--- src/rtl/regfile_2r1w.sv ---
// Two-read/one-write register file with optional write-to-read bypass.
// After reset a clear sequencer zeroes every entry while busy is held high.
module regfile_2r1w #(
    parameter int DATA_W = 8,
    parameter int ADDR_W = 3,
    parameter bit BYPASS = 1'b1
) (
    input  logic              clk,
    input  logic              rst_n,
    input  logic              we,
    input  logic [ADDR_W-1:0] write_addr,
    input  logic [DATA_W-1:0] data,
    input  logic              re_a,
    input  logic [ADDR_W-1:0] read_addr_a,
    output logic [DATA_W-1:0] q_a,
    input  logic              re_b,
    input  logic [ADDR_W-1:0] read_addr_b,
    output logic [DATA_W-1:0] q_b,
    output logic              busy
);

    localparam int                DEPTH    = 2 ** ADDR_W;
    localparam logic [ADDR_W-1:0] CLR_LAST = ADDR_W'(DEPTH - 1);
    localparam logic [DATA_W-1:0] ZERO_D   = {DATA_W{1'b0}};
    localparam logic [ADDR_W-1:0] ZERO_A   = {ADDR_W{1'b0}};

    typedef enum logic {
        ST_CLEAR = 1'b0,
        ST_READY = 1'b1
    } state_e;

    state_e            state_q,   state_d;
    logic [ADDR_W-1:0] clr_cnt_q, clr_cnt_d;
    logic              busy_q,    busy_d;
    logic [DATA_W-1:0] q_a_q,     q_a_d;
    logic [DATA_W-1:0] q_b_q,     q_b_d;

    logic              ram_we_s;
    logic [ADDR_W-1:0] ram_waddr_s;
    logic [DATA_W-1:0] ram_wdata_s;
    logic [DATA_W-1:0] ram_q [DEPTH];

    // Next value of one read port: hold when disabled, forward write data on a bypass hit.
    function automatic logic [DATA_W-1:0] port_read(
        input logic              re,
        input logic              hit,
        input logic [DATA_W-1:0] mem_dat,
        input logic [DATA_W-1:0] wr_dat,
        input logic [DATA_W-1:0] hold
    );
        logic [DATA_W-1:0] res;
        if (!re) begin
            res = hold;
        end else if ((BYPASS == 1'b1) && hit) begin
            res = wr_dat;
        end else begin
            res = mem_dat;
        end
        return res;
    endfunction

    // Sequencer next-state, RAM write port selection and read-port next values.
    always_comb begin
        state_d     = state_q;
        clr_cnt_d   = clr_cnt_q;
        busy_d      = busy_q;
        q_a_d       = q_a_q;
        q_b_d       = q_b_q;
        ram_we_s    = 1'b0;
        ram_waddr_s = write_addr;
        ram_wdata_s = data;

        case (state_q)
            ST_CLEAR: begin
                ram_we_s    = 1'b1;
                ram_waddr_s = clr_cnt_q;
                ram_wdata_s = ZERO_D;
                q_a_d       = ZERO_D;
                q_b_d       = ZERO_D;
                // Leave on the last entry rather than wrapping the counter.
                if (clr_cnt_q == CLR_LAST) begin
                    state_d = ST_READY;
                    busy_d  = 1'b0;
                end else begin
                    clr_cnt_d = clr_cnt_q + ADDR_W'(1);
                    busy_d    = 1'b1;
                end
            end
            ST_READY: begin
                busy_d   = 1'b0;
                ram_we_s = we;
                q_a_d    = port_read(re_a, we && (read_addr_a == write_addr),
                                     ram_q[read_addr_a], data, q_a_q);
                q_b_d    = port_read(re_b, we && (read_addr_b == write_addr),
                                     ram_q[read_addr_b], data, q_b_q);
            end
            default: begin
                state_d   = ST_CLEAR;
                clr_cnt_d = ZERO_A;
                busy_d    = 1'b1;
                q_a_d     = ZERO_D;
                q_b_d     = ZERO_D;
            end
        endcase
    end

    // Control and output registers with synchronous active-low reset.
    always_ff @(posedge clk) begin
        if (!rst_n) begin
            state_q   <= ST_CLEAR;
            clr_cnt_q <= ZERO_A;
            busy_q    <= 1'b1;
            q_a_q     <= ZERO_D;
            q_b_q     <= ZERO_D;
        end else begin
            state_q   <= state_d;
            clr_cnt_q <= clr_cnt_d;
            busy_q    <= busy_d;
            q_a_q     <= q_a_d;
            q_b_q     <= q_b_d;
        end
    end

    // Storage array; contents are left untouched while reset is held.
    always_ff @(posedge clk) begin
        if (rst_n && ram_we_s) begin
            ram_q[ram_waddr_s] <= ram_wdata_s;
        end
    end

    assign q_a  = q_a_q;
    assign q_b  = q_b_q;
    assign busy = busy_q;

endmodule

--- config.mk ---
export PLATFORM = sky130hd
export DESIGN_NAME = regfile_2r1w
export DESIGN_NICKNAME = d
export VERILOG_FILES = /design/src/rtl/regfile_2r1w.sv
export SDC_FILE = /design/constraint.sdc
export NUM_CORES = 1
export LEC_CHECK = 0
export CAP_MARGIN = 0
export CORE_MARGIN = 2
export CORE_UTILIZATION = 45
export DETAILED_ROUTE_END_ITERATION = 10
export GPL_ROUTABILITY_DRIVEN = 0
export SLEW_MARGIN = 15
export SYNTH_ARGS = -nofsm -noshare
export SYNTH_HDL_FRONTEND = slang
export SYNTH_SLANG_ARGS = --single-unit
--- constraint.sdc ---
create_clock -name clk -period 3.65 [get_ports clk]
set_input_delay 0.73 -clock clk [delete_from_list [all_inputs] [get_ports clk]]
set_output_delay 0.73 -clock clk [all_outputs]
set_load 0.01 [all_outputs]
Word level (Yosys, flattened, before mapping):

Memory sizes are Yosys's and may differ from the RTL's.
Cells that the tools add are included.

* register bits: 21
* memory bits (writable): 64
* input bits: 22
* output and inout port bits: 17
* logic and storage cells: 33
* memories kept: 1

* add/subtract/negate cells: 1
* equal/unequal tests: 5
* multiplexer cells: 15
* bitwise logic cells: 2
* reductions and logical operators: 4

Memories
* ram_q: words 8, width 8, rd ports 2, clocked after memory_dff 0, write ports 1, line 41 `logic [DATA_W-1:0] ram_q [DEPTH];`

Operators with widths (count)
* two-way mux 8 bit: 5
* case mux 8 bit (2 select lines): 2
* == test 3 bit: 2
* two-way mux 1 bit: 5
* inequality test 2 bit (second input constant): 2
* case mux 1 bit (2 select lines): 2
* adder 3 x 1 -> 3 bit (second input constant): 1
* == test 3 bit (second input constant): 1
* logical AND 1 bit: 3
* two-way mux 3 bit: 1
* NOT 1 bit: 2
* AND reduction 2 bit: 1

Depth between registers and ports, before layout:

Gate-level depths: netlist (run 1).

* depth after elaboration: 5
* mapped depth: 7
* mapped depth without buffers: 5

Least setup slack after synthesis (run 1):

OpenSTA, ideal clock, no wires.

* path kind: input to register
* from: in read_addr_a[0]
* to: reg q_a_q[5] (netlist: q_a[5])
* setup time: 0.120 ns
* data arrival time: 1.803 ns
* required time: 3.530 ns
* setup slack: 1.727 ns
* stages: 6
* buffers on the path: 2
* cell sequence: buf_6 buf_12 mux2_1 a222oi_1 and3_1 nor3_2

* word-level cells in the longest chain between the ends: 5
* elaborated cells between the ends (all ways): 6
* classes of those cells: eq/ne: 1; mux: 3; reduce/logical: 1; memory: 1

RTL lines
* start: declaration: line 14 `input logic [ADDR_W-1:0] read_addr_a,`
* branches (longest 2 deep; another with memory read (8 x 8 bit))
* two-way mux 8 bit *: line 54 `end else if ((BYPASS == 1'b1) && hit) begin`
* two-way mux 8 bit *: line 52 `if (!re) begin`
* case mux 8 bit (2 select lines) *: line 73 `case (state_q)`
* end signal: assignment: line 119 `q_a_q <= q_a_d;`
* end: declaration: line 35 `logic [DATA_W-1:0] q_a_q, q_a_d;`

Every way passes the cells marked *. The select of a mux whose other input is x is not followed.
A chain may end at the register's enable or synchronous reset.

Final worst setup path (run 1):

* from: in read_addr_a[0]
* to: reg q_a_q[3] (netlist: q_a[3])

Same word-level chain as after synthesis.

==> run metrics, run 1 <==
filler instances=828; antenna cells=0; Worst Setup Slack, final=0.947 ns; cell with the most instances after synthesis=edfxtp_1; Pins Over Slew Limit=0; Hold WC Path Type=reg2reg; synth cell count leaders=edfxtp_1 (64), mux2_2 (50), nor3_1 (31); Reg power frac=0.564; # hold bufs at CTS=0; syn avg cell area=12.5 um2; total die area=0.0105 mm2; setup_tns=0 ns; MaxCap Viol Count=0; crit start category=primary input; via/cell ratio=5.80; Port-buffer cells=38; CTS tree=built; Yosys top cell by area=edfxtp_1; crit path DAT=2.94 ns; dpl hpwl=7.53 mm; yosys synthesis warning count=0; Peak VDD IR=0.000179 V; Clock Root Buffer=clkbuf_8; largest net degree at the start of global routing=34; # DRC=0; Iter 0 DRT Violations=244; vias in the first global route=3,096; Distinct cells, synth=33; Synth Cell Area=0.00435 mm2; class of the most critical setup path=in2reg; top cell type's share of synthesized area=0.442; pre-CTS WS=0.533 ns; CTS Buf Count=9; Worst Clk Skew=0.0139 ns; Tot GR Track Use=0.221; CTS Buffer Depth=2; initial antenna violation count=0; Power Dens Cells=375 mW/mm2; Switch Pwr=0.000455 W; Cells after Synth=348; clock sink total=85; final wirelength=10.9 mm; Core ar.=0.00933 mm2; worst-skew pair later-pin latency=0.35 ns; H-tree level count=3; post-synth net total=372; Lkg Pwr=1.77 nW; layout cells sized above 1=0.227; die span in y=102 um; clk slew on worst S/H paths=0.08 ns; global route overflow=0; RSZ-0062 raised after global routing=false; fmax=0.370 GHz; flop-to-flop setup slack=1.76 ns; Post-synth EDFFs=64; Layout area overhead=16.2%; endpoints failing hold=0; asr flop ratio synth=0; Yosys reg bits=85; part of the cycle the worst path needs=0.740; DR vias=3,051; Least-Margin Pin Slew=0.759 ns; Crit. End Element=flip-flop; Routed wire per std cell=20.8 um; drt pass-1 iters=6; I/O pin total=39; Seq/Total Area, Yosys=0.539; CP Max Fanout=25; Final min period=2.70 ns; Setup Fix Bufs, Post-CTS=0; status=complete, no violations; Row Count=35; final setup vio count=0; CTS resizes=0; Synth Flop Type=edfxtp_1; ranking of synthesized cells by area=edfxtp_1 (44%), mux2_2 (13%), dfxtp_1 (9.7%); Internal=0.00144 W; Initial Util=0.466; fin nets=416; DRT antenna net count=0; Critical Path RT=3.89 ns; Sw Share=0.240; die width=102 um; Slew HR=0.493; Clock power frac=0.310; Gate power share=0.126; first-pass GRT wire length=16.8 mm
## path summary, 6_finish.rpt
path                        from            to  cells past startpoint
hold reg to reg     clr_cnt_q[1]  clr_cnt_q[1]                      2
setup / recovery  read_addr_a[0]        q_a[3]                      7
setup reg to reg         state_q        q_b[1]                      5
hold / removal      clr_cnt_q[1]  clr_cnt_q[1]                      2
## registers in the layout, indices dropped and copies added, names as in the netlist
| signal | count |
|---|---|
| q_a | 8 |
| ram_q | 64 |
| q_b | 8 |
| state_q | 1 |
| busy | 1 |
| clr_cnt_q | 3 |
## routing by layer
metal,global-route usage,vias up,routed length [um]
met1,0.284,1483,4600
met5,0,-,0
met4,0.106,0,337
li1,-,1444,-
met3,0.0280,21,522
met2,0.370,103,5480
## cell usage in the layout (no fill, tap or decap), types with 2 or more instances in the layout
| cell type | n |
|---|---|
| nand2_1 | 5 |
| xnor2_1 | 5 |
| and3b_1 | 16 |
| nand4_2 | 2 |
| nor3_1 | 31 |
| mux2_4 | 2 |
| buf_4 | 18 |
| clkbuf_1 | 2 |
| and2_1 | 11 |
| a222oi_1 | 16 |
| a21boi_0 | 2 |
| clkbuf_8 | 10 |
| a31oi_1 | 4 |
| mux2_2 | 50 |
| o21ai_0 | 21 |
| nor3b_1 | 2 |
| a21oi_1 | 16 |
| nor2b_1 | 4 |
| clkinv_2 | 3 |
| clkdlybuf4s50_1 | 38 |
| nor2_1 | 12 |
| dfxtp_1 | 21 |
| and3_1 | 16 |
| xnor2_2 | 2 |
| mux2_1 | 12 |
| inv_1 | 4 |
| edfxtp_1 | 64 |
| ha_1 | 2 |
| nor3_2 | 2 |
## cell type report
cell class	instances	area (um2)	share of cell area
well taps	129	161	0.0320
clock inverters	4	23.8	0.00471
repair buffers	56	515	0.102
multi-input cells	236	1850	0.366
clock buffers	12	145	0.0287
flip-flops and latches	85	2340	0.464
inverters	4	15.0	0.00297
## cell families (layout without fill, tap and decap cells)
kind of cell             count (synthesis)  after routing  share of synthesized area
multiplexers                            64             64                      0.168
XOR/XNOR                                 7              7                     0.0176
adder cells (fa/ha/maj)                  2              2                    0.00576
AO/OA/AOI/OAI                           59             59                     0.0887
flip-flops                              85             85                      0.539
buffers and inverters                   27             76                     0.0363
AND/OR/NAND/NOR                        104            104                      0.145
## worst max-delay path, cell delays in order
cell,delay (ns)
clkdlybuf4s50_1,0.46
buf_4,0.35
buf_4,0.27
mux2_1,0.34
a222oi_1,0.49
and3_1,0.24
nor3_1,0.06
## per-stage QoR
stage	utilization	power, W	cells	cell area (um2)	hold WS [ns]
6_report	0.541	0.00189	526	5050	0.555
5_1_grt	0.541	0.00197	526	5050	0.600
4_1_cts	0.541	0.00191	526	5050	0.568
3_5_place_dp	0.523	0.00133	510	4880	0.554
3_3_place_gp	0.523	0.00133	510	4880	0.548
2_1_floorplan	-	0.00124	348	4350	0.507
## power by group through the flow
| stage | Sequential (W) | Clock (W) | Combinational (W) |
|---|---|---|---|
| floorplan | 0.00109 | 0 | 0.000159 |
| global placement | 0.00109 | 0 | 0.000237 |
| detailed placement | 0.00109 | 0 | 0.000240 |
| CTS | 0.00107 | 0.000600 | 0.000241 |
| global route | 0.00107 | 0.000638 | 0.000260 |
| finish | 0.00107 | 0.000587 | 0.000238 |
Note: power is estimated with default switching activity, not from simulation.
==> inputs of run 2 (changes only) <==
- clock period: 3.65 -> 2.6 ns (I/O delays scaled with it)
==> run metrics, run 2 (same netlist as run 1, synthesis figures left out) <==
fmax=0.455 GHz; placed cell areas=0.00504 mm2 (+3.2%); CTS tree=built; hold path depth=2 (unchanged); DRT antenna net count=0 (unchanged); # hold bufs at CTS=0 (unchanged); largest net degree at the start of global routing=25 (-26%); worst-skew pair later-pin latency=0.36 ns (about the same); vias in the first global route=3,146 (+1.6%); H-tree level count=3 (unchanged); crit path DAT=2.44 ns (-0.50 ns); RR Endpoint=q_a[3]; hold endpoint=clr_cnt_q[1]; I/O pin total=39 (unchanged); class of the most critical setup path=in2reg; clock sink total=85 (unchanged); clk slew on worst S/H paths=0.08 ns (about the same); multi-input gate area in the final layout=0.00185 mm2 (unchanged); dpl hpwl=7.72 mm (+2.5%); hold path start=clr_cnt_q[1]; Largest Register=ram_q; Clock Root Buffer=clkbuf_8; Routed wire per std cell=20.1 um (-3.6%); DR vias=3,132 (+2.7%); number of flip-flops under the largest register name=64 (unchanged); # DRC=0 (unchanged); Pins Over Slew Limit=0 (unchanged); Tot GR Track Use=0.222 (+0.000996); drt pass-1 iters=7 (+1); fin area=0.00522 mm2 (+3.3%); CTS Buf Count=9 (unchanged); Crit. End Element=flip-flop; RSZ-0062 raised after global routing=false; final setup vio count=0 (unchanged); Final min period=2.20 ns; worst reg-to-reg path cell count=5 (unchanged); Critical Path RT=2.84 ns (-1.05 ns); Least-Margin Pin Slew=0.693 ns (-0.0665 ns); first-pass GRT wire length=17.0 mm (+1.3%); setup_tns=0 ns (unchanged); Setup Fix Bufs, Post-CTS=0 (unchanged); initial antenna violation count=0 (unchanged); Hold WC Path Type=reg2reg; Iter 0 DRT Violations=207 (-15%); filler instances=823 (-0.60%); Core ar.=0.00933 mm2 (unchanged); Reg area=0.00234 mm2 (unchanged); Port-buffer cells=38 (unchanged); CTS Buffer Depth=2 (unchanged); antenna cells=0 (unchanged); Layout area overhead=20.0%; total die area=0.0105 mm2 (unchanged); via/cell ratio=5.80 (about the same); Lkg Pwr=1.86 nW (+4.6%); Peak VDD IR=0.000257 V (+43%); flop-to-flop setup slack=0.90 ns (-0.86 ns); status=complete, no violations; global route overflow=0 (unchanged); Worst Clk Skew=0.0126 ns (-0.00128 ns); Initial Util=0.466 (unchanged); CP Max Fanout=20 (-20%); fin nets=430 (+3.4%); Slew HR=0.537 (+0.0444); commonest cells after routing, fill and taps aside=edfxtp_1 (64), mux2_2 (50), clkdlybuf4s50_1 (38); crit start category=primary input; power consumption=0.00274 W (+45%); die span in y=102 um (unchanged); part of the cycle the worst path needs=0.845; CTS resizes=0 (unchanged); RR Startpoint=state_q; endpoints failing hold=0 (unchanged); Power Dens Cells=526 mW/mm2 (+40%); commonest non-fill, non-tap cell in the layout=edfxtp_1; Row Count=35 (unchanged); layout cells sized above 1=0.251 (+0.0239); final wirelength=10.8 mm (-1.0%); MaxCap Viol Count=0 (unchanged); die width=102 um (unchanged)
[run 2: cell count changes in the layout (fill, tap and decap cells not counted), sizes merged]
cell,previous run,this run
clkinvlp,0,1
clkbuf,12,13
clkinv,4,2
buf,18,32
[run 2: critical path: stages]
cell and delay (ns):
clkdlybuf4s50_1 0.51, buf_12 0.17, buf_12 0.19, mux2_1 0.34
a222oi_1 0.42, and3_1 0.23, nor3_1 0.05
[run 2: metal layers]
metal,wire length (um),part of all wire,track usage,vias up
met1,4580,0.42,0.286,1572
met2,5660,0.52,0.384,83
met4,151,0.014,0.0728,0
met5,0,0,0,-
met3,438,0.040,0.0328,14
li1,-,-,-,1463
[run 2: layout make-up]
class	count	share of cell area
flip-flops and latches	85	0.449
well taps	129	0.0309
clock buffers	13	0.0307
clock inverters	3	0.00408
multi-input cells	236	0.354
inverters	4	0.00288
repair buffers	70	0.129
[run 2: worst max-delay path by stage]
stage / to / startpoint / slack [ns] / cells after the start
CTS: q_b[3] / read_addr_b[0] / 0.38 / 7
finish: q_b[3] / read_addr_b[0] / 0.40 / 7
global route: q_b[3] / read_addr_b[0] / 0.35 / 7
floorplan: ram_q[2][0] / state_q / 0.86 / 4
global placement: q_b[3] / read_addr_b[0] / 0.01 / 7
detailed placement: q_a[7] / read_addr_a[0] / 0.01 / 7
[run 2: metrics by stage]
| step | util | cells | hold slack (ns) | worst slack (ns) |
|---|---|---|---|---|
| final | 0.559 | 540 | 0.554 | 0.403 |
| after global routing | 0.559 | 540 | 0.596 | 0.349 |
| after CTS | 0.559 | 540 | 0.562 | 0.384 |
| after detailed placement | 0.540 | 524 | 0.550 | 0.0116 |
| after global placement | 0.540 | 524 | 0.542 | 0.0113 |
| after floorplan | - | 348 | 0.507 | 0.856 |
[run 2: report_power, final]
group	internal (W)	switching [W]
logic	0.000194	0.000177
clock network	0.000407	0.000469
registers	0.00148	0.0000169
==> variant 1, RTL diff (settings of run 2) <==
Register the output `q_a` once more, cleared by the reset; this adds one clock of latency there. The other outputs are not delayed to match.
--- a/src/rtl/regfile_2r1w.sv
+++ b/src/rtl/regfile_2r1w.sv
@@ -129,5 +129,11 @@
     end
 
-    assign q_a  = q_a_q;
+    always_ff @(posedge clk) begin
+        if (!rst_n) begin
+            q_a <= '0;
+        end else begin
+            q_a <= q_a_q;
+        end
+    end
     assign q_b  = q_b_q;
     assign busy = busy_q;
Function: changed (Yosys sat finds a counterexample within 10 cycles, from zero or initial values and one cycle with rst_n low).
==> variant 1 against run 2 <==
  * Utilization decreased by 0.76 points
  * Synthesized area up 0.43%
  * Total power grew 4.0%
  * Setup slack gained 0.069 ns
  * Wire length rose by 0.70%
  * Cell area decreased by 1.4%
  * Global-route usage grew 0.18 points
  * Sequential cell count is 8 higher
  * Clock power up 4.1%
  * Critical path type unchanged
==> variant 1: results (changes against run 2) <==
[route]
drt_iter0_drc=247  ; +19%
first_pass_iters=4  ; -3
vias_per_cell=5.69  ; -1.9%
vias=2827  ; -9.7%
wire_per_inst_um=21.9  ; +9.4%

[finish]
largest-register=ram_q
nets=387  ; -10%
layout-drive-gt1-share=0.239  ; -0.0115

[logic_synthesis]
netlist_top_cells_count=edfxtp_1, dfxtp_1, mux2_2
syn_inst=314  ; -9.8%
synth_area_leaders=edfxtp_1, dfxtp_1, mux4_2
ys_seq_area_frac=0.573  ; +0.0344
synthDistinctLibCells=38  ; +15%
syn_nets=338  ; -9.1%

[clock_tree]
cts-root-buf=clkbuf_8
ctsHtreeMaxLevel=3  ; unchanged
cts_setup_buffers=0  ; unchanged

[hold_path]
worstHoldPathCells=1  ; -1

[critical_path]
cp_top_family=simple AND/OR/NAND/NOR gates
reg2regPathDepth=5  ; unchanged
max_stage_delay_ns=0.78  ; +0.27 ns
critPathSlowestCell=nor2b_1
path_max_fanout=8  ; -60%
cp.arrival_ns=2.41  ; -0.03 ns

[global_route]
grt_max_degree=34  ; +36%
grt_pass1_wl_mm=16.7  ; -1.6%
first_global_vias=2892  ; -8.1%
grt_usage=0.223  ; +0.00181

[power_and_ir_drop]
p_leak_uw=0.00181  ; -2.7%
ir_worst_vdd_mv=0.248  ; -3.2%
p_int_uw=2150  ; +3.2%

[place]
placed_cell_area_mm2=0.00496  ; -1.5%
portBuffers=38  ; unchanged
place_inst=481  ; -8.2%
dp_hpwl_mm=7.24  ; -6.3%

[outcome]
status=finished clean

[timing]
slew_headroom=0.360  ; -0.178
finalClockSkew_ns=0.0100  ; -0.00263 ns

[variant 1: cell types whose count changed in the layout (fill, tap and decap cells not counted), moves of 9 or more]
cell,before,now
buf_4,28,19
mux2_1,12,1
nor3_1,31,15
mux2_2,50,26
mux4_2,0,16
[variant 1: layout make-up]
cell class	count	area, µm²
inverters	4	15.0
multi-input cells	196	1720
clock inverters	6	47.5
fillers	796	4180
flip-flops and latches	93	2500
repair buffers	59	563
well taps	129	161
clock buffers	10	138
[variant 1: per-layer routing]
metal  routed length (µm)  vias up  GRT usage
met5                    0        -          0
met4                   80        0     0.0667
met3                  545        5     0.0353
met2                 5300       98      0.369
met1                 4980     1406      0.307
li1                     -     1318          -
[variant 1: per-stage QoR]
| step | hold WS, ns | worst slack [ns] |
|---|---|---|
| 6_report | 0.463 | 0.471 |
| 4_1_cts | 0.463 | 0.515 |
| 3_5_place_dp | 0.442 | 0.145 |
| 3_3_place_gp | 0.440 | 0.234 |
| 2_1_floorplan | 0.429 | 0.816 |
| 5_1_grt | 0.489 | 0.361 |
[variant 1: path summary, 6_finish.rpt]
kind	start	end	slack (ns)
setup / recovery	read_addr_b[2]	q_b[0]$_SDFFE_PN0P_	0.47
hold / removal	q_a_q[0]$_SDFFE_PN0P_	q_a[0]$_SDFF_PN0_	0.46
setup reg to reg	state_q$_SDFF_PN0_	ram_q[7][2]$_DFFE_PP_	0.77
hold reg to reg	q_a_q[0]$_SDFFE_PN0P_	q_a[0]$_SDFF_PN0_	0.46
[variant 1: kinds of logic (layout without fill, tap and decap cells)]
logic type | after synthesis | after routing | synth area share
AOI/OAI and AO/OA | 51 | 51 | 0.0745
and+or+nand+nor | 80 | 80 | 0.110
DFF | 93 | 93 | 0.573
xor gates and xnor gates | 7 | 7 | 0.0158
buffers and inverters | 25 | 79 | 0.0330
adders and majority gates | 2 | 2 | 0.00573
muxes | 56 | 56 | 0.188
[variant 1: power by group through the flow]
| stage | Combinational (µW) | Clock (µW) | Sequential [µW] |
|---|---|---|---|
| 2_1_floorplan | 205 | 0 | 1650 |
| 3_3_place_gp | 320 | 0 | 1660 |
| 3_5_place_dp | 321 | 0 | 1660 |
| 4_1_cts | 324 | 925 | 1620 |
| 5_1_grt | 346 | 999 | 1630 |
| 6_report | 321 | 912 | 1620 |
==> variant 2, RTL diff (config.mk and constraints of run 2) <==
Made on the original files. Set the parameter `BYPASS` to 1'b0 (it was 1'b1).
--- a/src/rtl/regfile_2r1w.sv
+++ b/src/rtl/regfile_2r1w.sv
@@ -4,5 +4,5 @@
     parameter int DATA_W = 8,
     parameter int ADDR_W = 3,
-    parameter bit BYPASS = 1'b1
+    parameter bit BYPASS = 1'b0
 ) (
     input  logic              clk,
Function: changed (Yosys sat finds a counterexample within 10 cycles, from zero or initial values and one cycle with rst_n low).
==> variant 2 against run 2 <==
  * Wire length down 22%
  * Maximum frequency grew 10%
  * Cell area shrank 11%
  * Synthesized cell count decreased by 28%
  * Combinational power is 31% lower
  * Critical endpoint is now ram_q[6][7]$_DFFE_PP_
  * Global-route usage decreased by 1.8 points
  * Clock power rose by 29%
  * Largest cell class unchanged
  * Setup slack improved by 0.20 ns
  * Total power grew 5.3%
  * Critical path type unchanged
  * Sequential cell count unchanged
  * Synthesized area shrank 12%
  * Critical path depth shrank 3
  * Highest routed layer unchanged
==> variant 2: results (changes against run 2) <==
[outcome]
status=finished clean

[finish]
nets=326  ; -24%
layout-drive-gt1-share=0.215  ; -0.0356

[power_and_ir_drop]
p_leak_uw=0.00156  ; -16%
sw_frac_of_total=0.210  ; -0.0310
ir_worst_vdd_mv=0.321  ; +25%

[place]
portBuffers=38  ; unchanged
placed_cell_area_mm2=0.00439  ; -13%
place_ws_ns=0.204  ; +0.192 ns
dp_hpwl_mm=5.98  ; -23%

[clock_tree]
cts_buffers=9  ; unchanged

[route]
first_pass_iters=4  ; -3
drt_iter0_drc=197  ; -4.8%
wire_per_inst_um=20.4  ; +1.7%

[hold_path]
worstHoldStart=q_a[2]$_SDFFE_PN0P_

[logic_synthesis]
synth_area_leaders=edfxtp_1, mux4_2, dfxtp_1
netlist_top_cells_count=edfxtp_1, nor2_1, mux4_2
syn_nets=274  ; -26%
synthDistinctLibCells=27  ; -18%
ys_seq_area_frac=0.614  ; +0.0749

[global_route]
grt_usage=0.204  ; -0.0179
first_global_vias=2381  ; -24%
grt_max_degree=17  ; -32%
grt_pass1_wl_mm=13.2  ; -23%

[timing]
finalClockSkew_ns=0.00843  ; -0.00421 ns
slew_headroom=0.426  ; -0.111

[critical_path]
reg2reg_slack_ns=0.74  ; -0.16 ns
path_max_fanout=8  ; -60%
cp.arrival_ns=1.97  ; -0.47 ns
cp-startpoint=we
endpoint=ram_q[6][7]$_DFFE_PP_

==> variant 2: cell types whose count changed in the layout (fill, tap and decap cells not counted), sizes merged, moves of 16 or more <==
cell / delta
a211oi: +16
nor3: -32
mux2: -64
o21ai: -17
a222oi: -16
nor2: +29
mux4: +30
==> variant 2: per-layer routing <==
metal	global-route usage	share of wire	wire length, µm	up-vias
li1	-	-	-	1090
met1	0.277	0.45	3800	1161
met2	0.331	0.49	4100	68
met3	0.0493	0.049	411	9
met4	0.0512	0.011	89	0
met5	0	0	0	-
==> variant 2: worst max-delay path, stage by stage <==
cell and delay [ns]:
clkdlybuf4s50_1 0.46, and3b_1 0.14, o21ai_0 0.15, nor2_1 0.70
==> variant 2: final cells by class <==
class                           count  area [µm²]
Multi-Input combinational cell    146        1360
Clock buffer                       10         138
Sequential cell                    85        2340
Clock inverter                      6         110
Fill cell                         685        3580
Timing Repair Buffer               57         548
Inverter                            3        11.3
Tap cell                          105         131
==> variant 2: kinds of logic (layout without fill, tap and decap cells) <==
| logic type | Yosys count | in the layout | synth area share |
|---|---|---|---|
| AOI/OAI and AO/OA | 26 | 26 | 0.0492 |
| xor gates and xnor gates | 1 | 1 | 0.00230 |
| adders and majority gates | 2 | 2 | 0.00656 |
| buffers and inverters | 19 | 76 | 0.0302 |
| DFF | 85 | 85 | 0.614 |
| muxes | 38 | 38 | 0.198 |
| and+or+nand+nor | 79 | 79 | 0.100 |
==> variant 2: how the worst min path moves through the flow <==
stage	slack, ns	cells after the start	end
after floorplan	0.50	2	clr_cnt_q[2]$_SDFFE_PN0P_
after global placement	0.49	2	q_a[2]$_SDFFE_PN0P_
after detailed placement	0.49	2	q_a[2]$_SDFFE_PN0P_
after CTS	0.51	2	q_a[2]$_SDFFE_PN0P_
after global routing	0.53	2	q_a[2]$_SDFFE_PN0P_
final	0.50	2	q_a[2]$_SDFFE_PN0P_
==> variant 2: per-stage QoR <==
step	std cells	power (µW)	hold slack, ns
after floorplan	250	1700	0.504
after global placement	396	1790	0.494
after detailed placement	396	1800	0.494
after CTS	412	2920	0.506
after global routing	412	2990	0.528
final	412	2890	0.500
==> variant 2: power by group through the flow <==
stage / Combinational, µW / Sequential [µW] / Clock (µW)
2_1_floorplan: 165 / 1530 / 0
3_3_place_gp: 257 / 1540 / 0
3_5_place_dp: 259 / 1540 / 0
4_1_cts: 260 / 1510 / 1150
5_1_grt: 279 / 1510 / 1200
6_report: 256 / 1510 / 1130
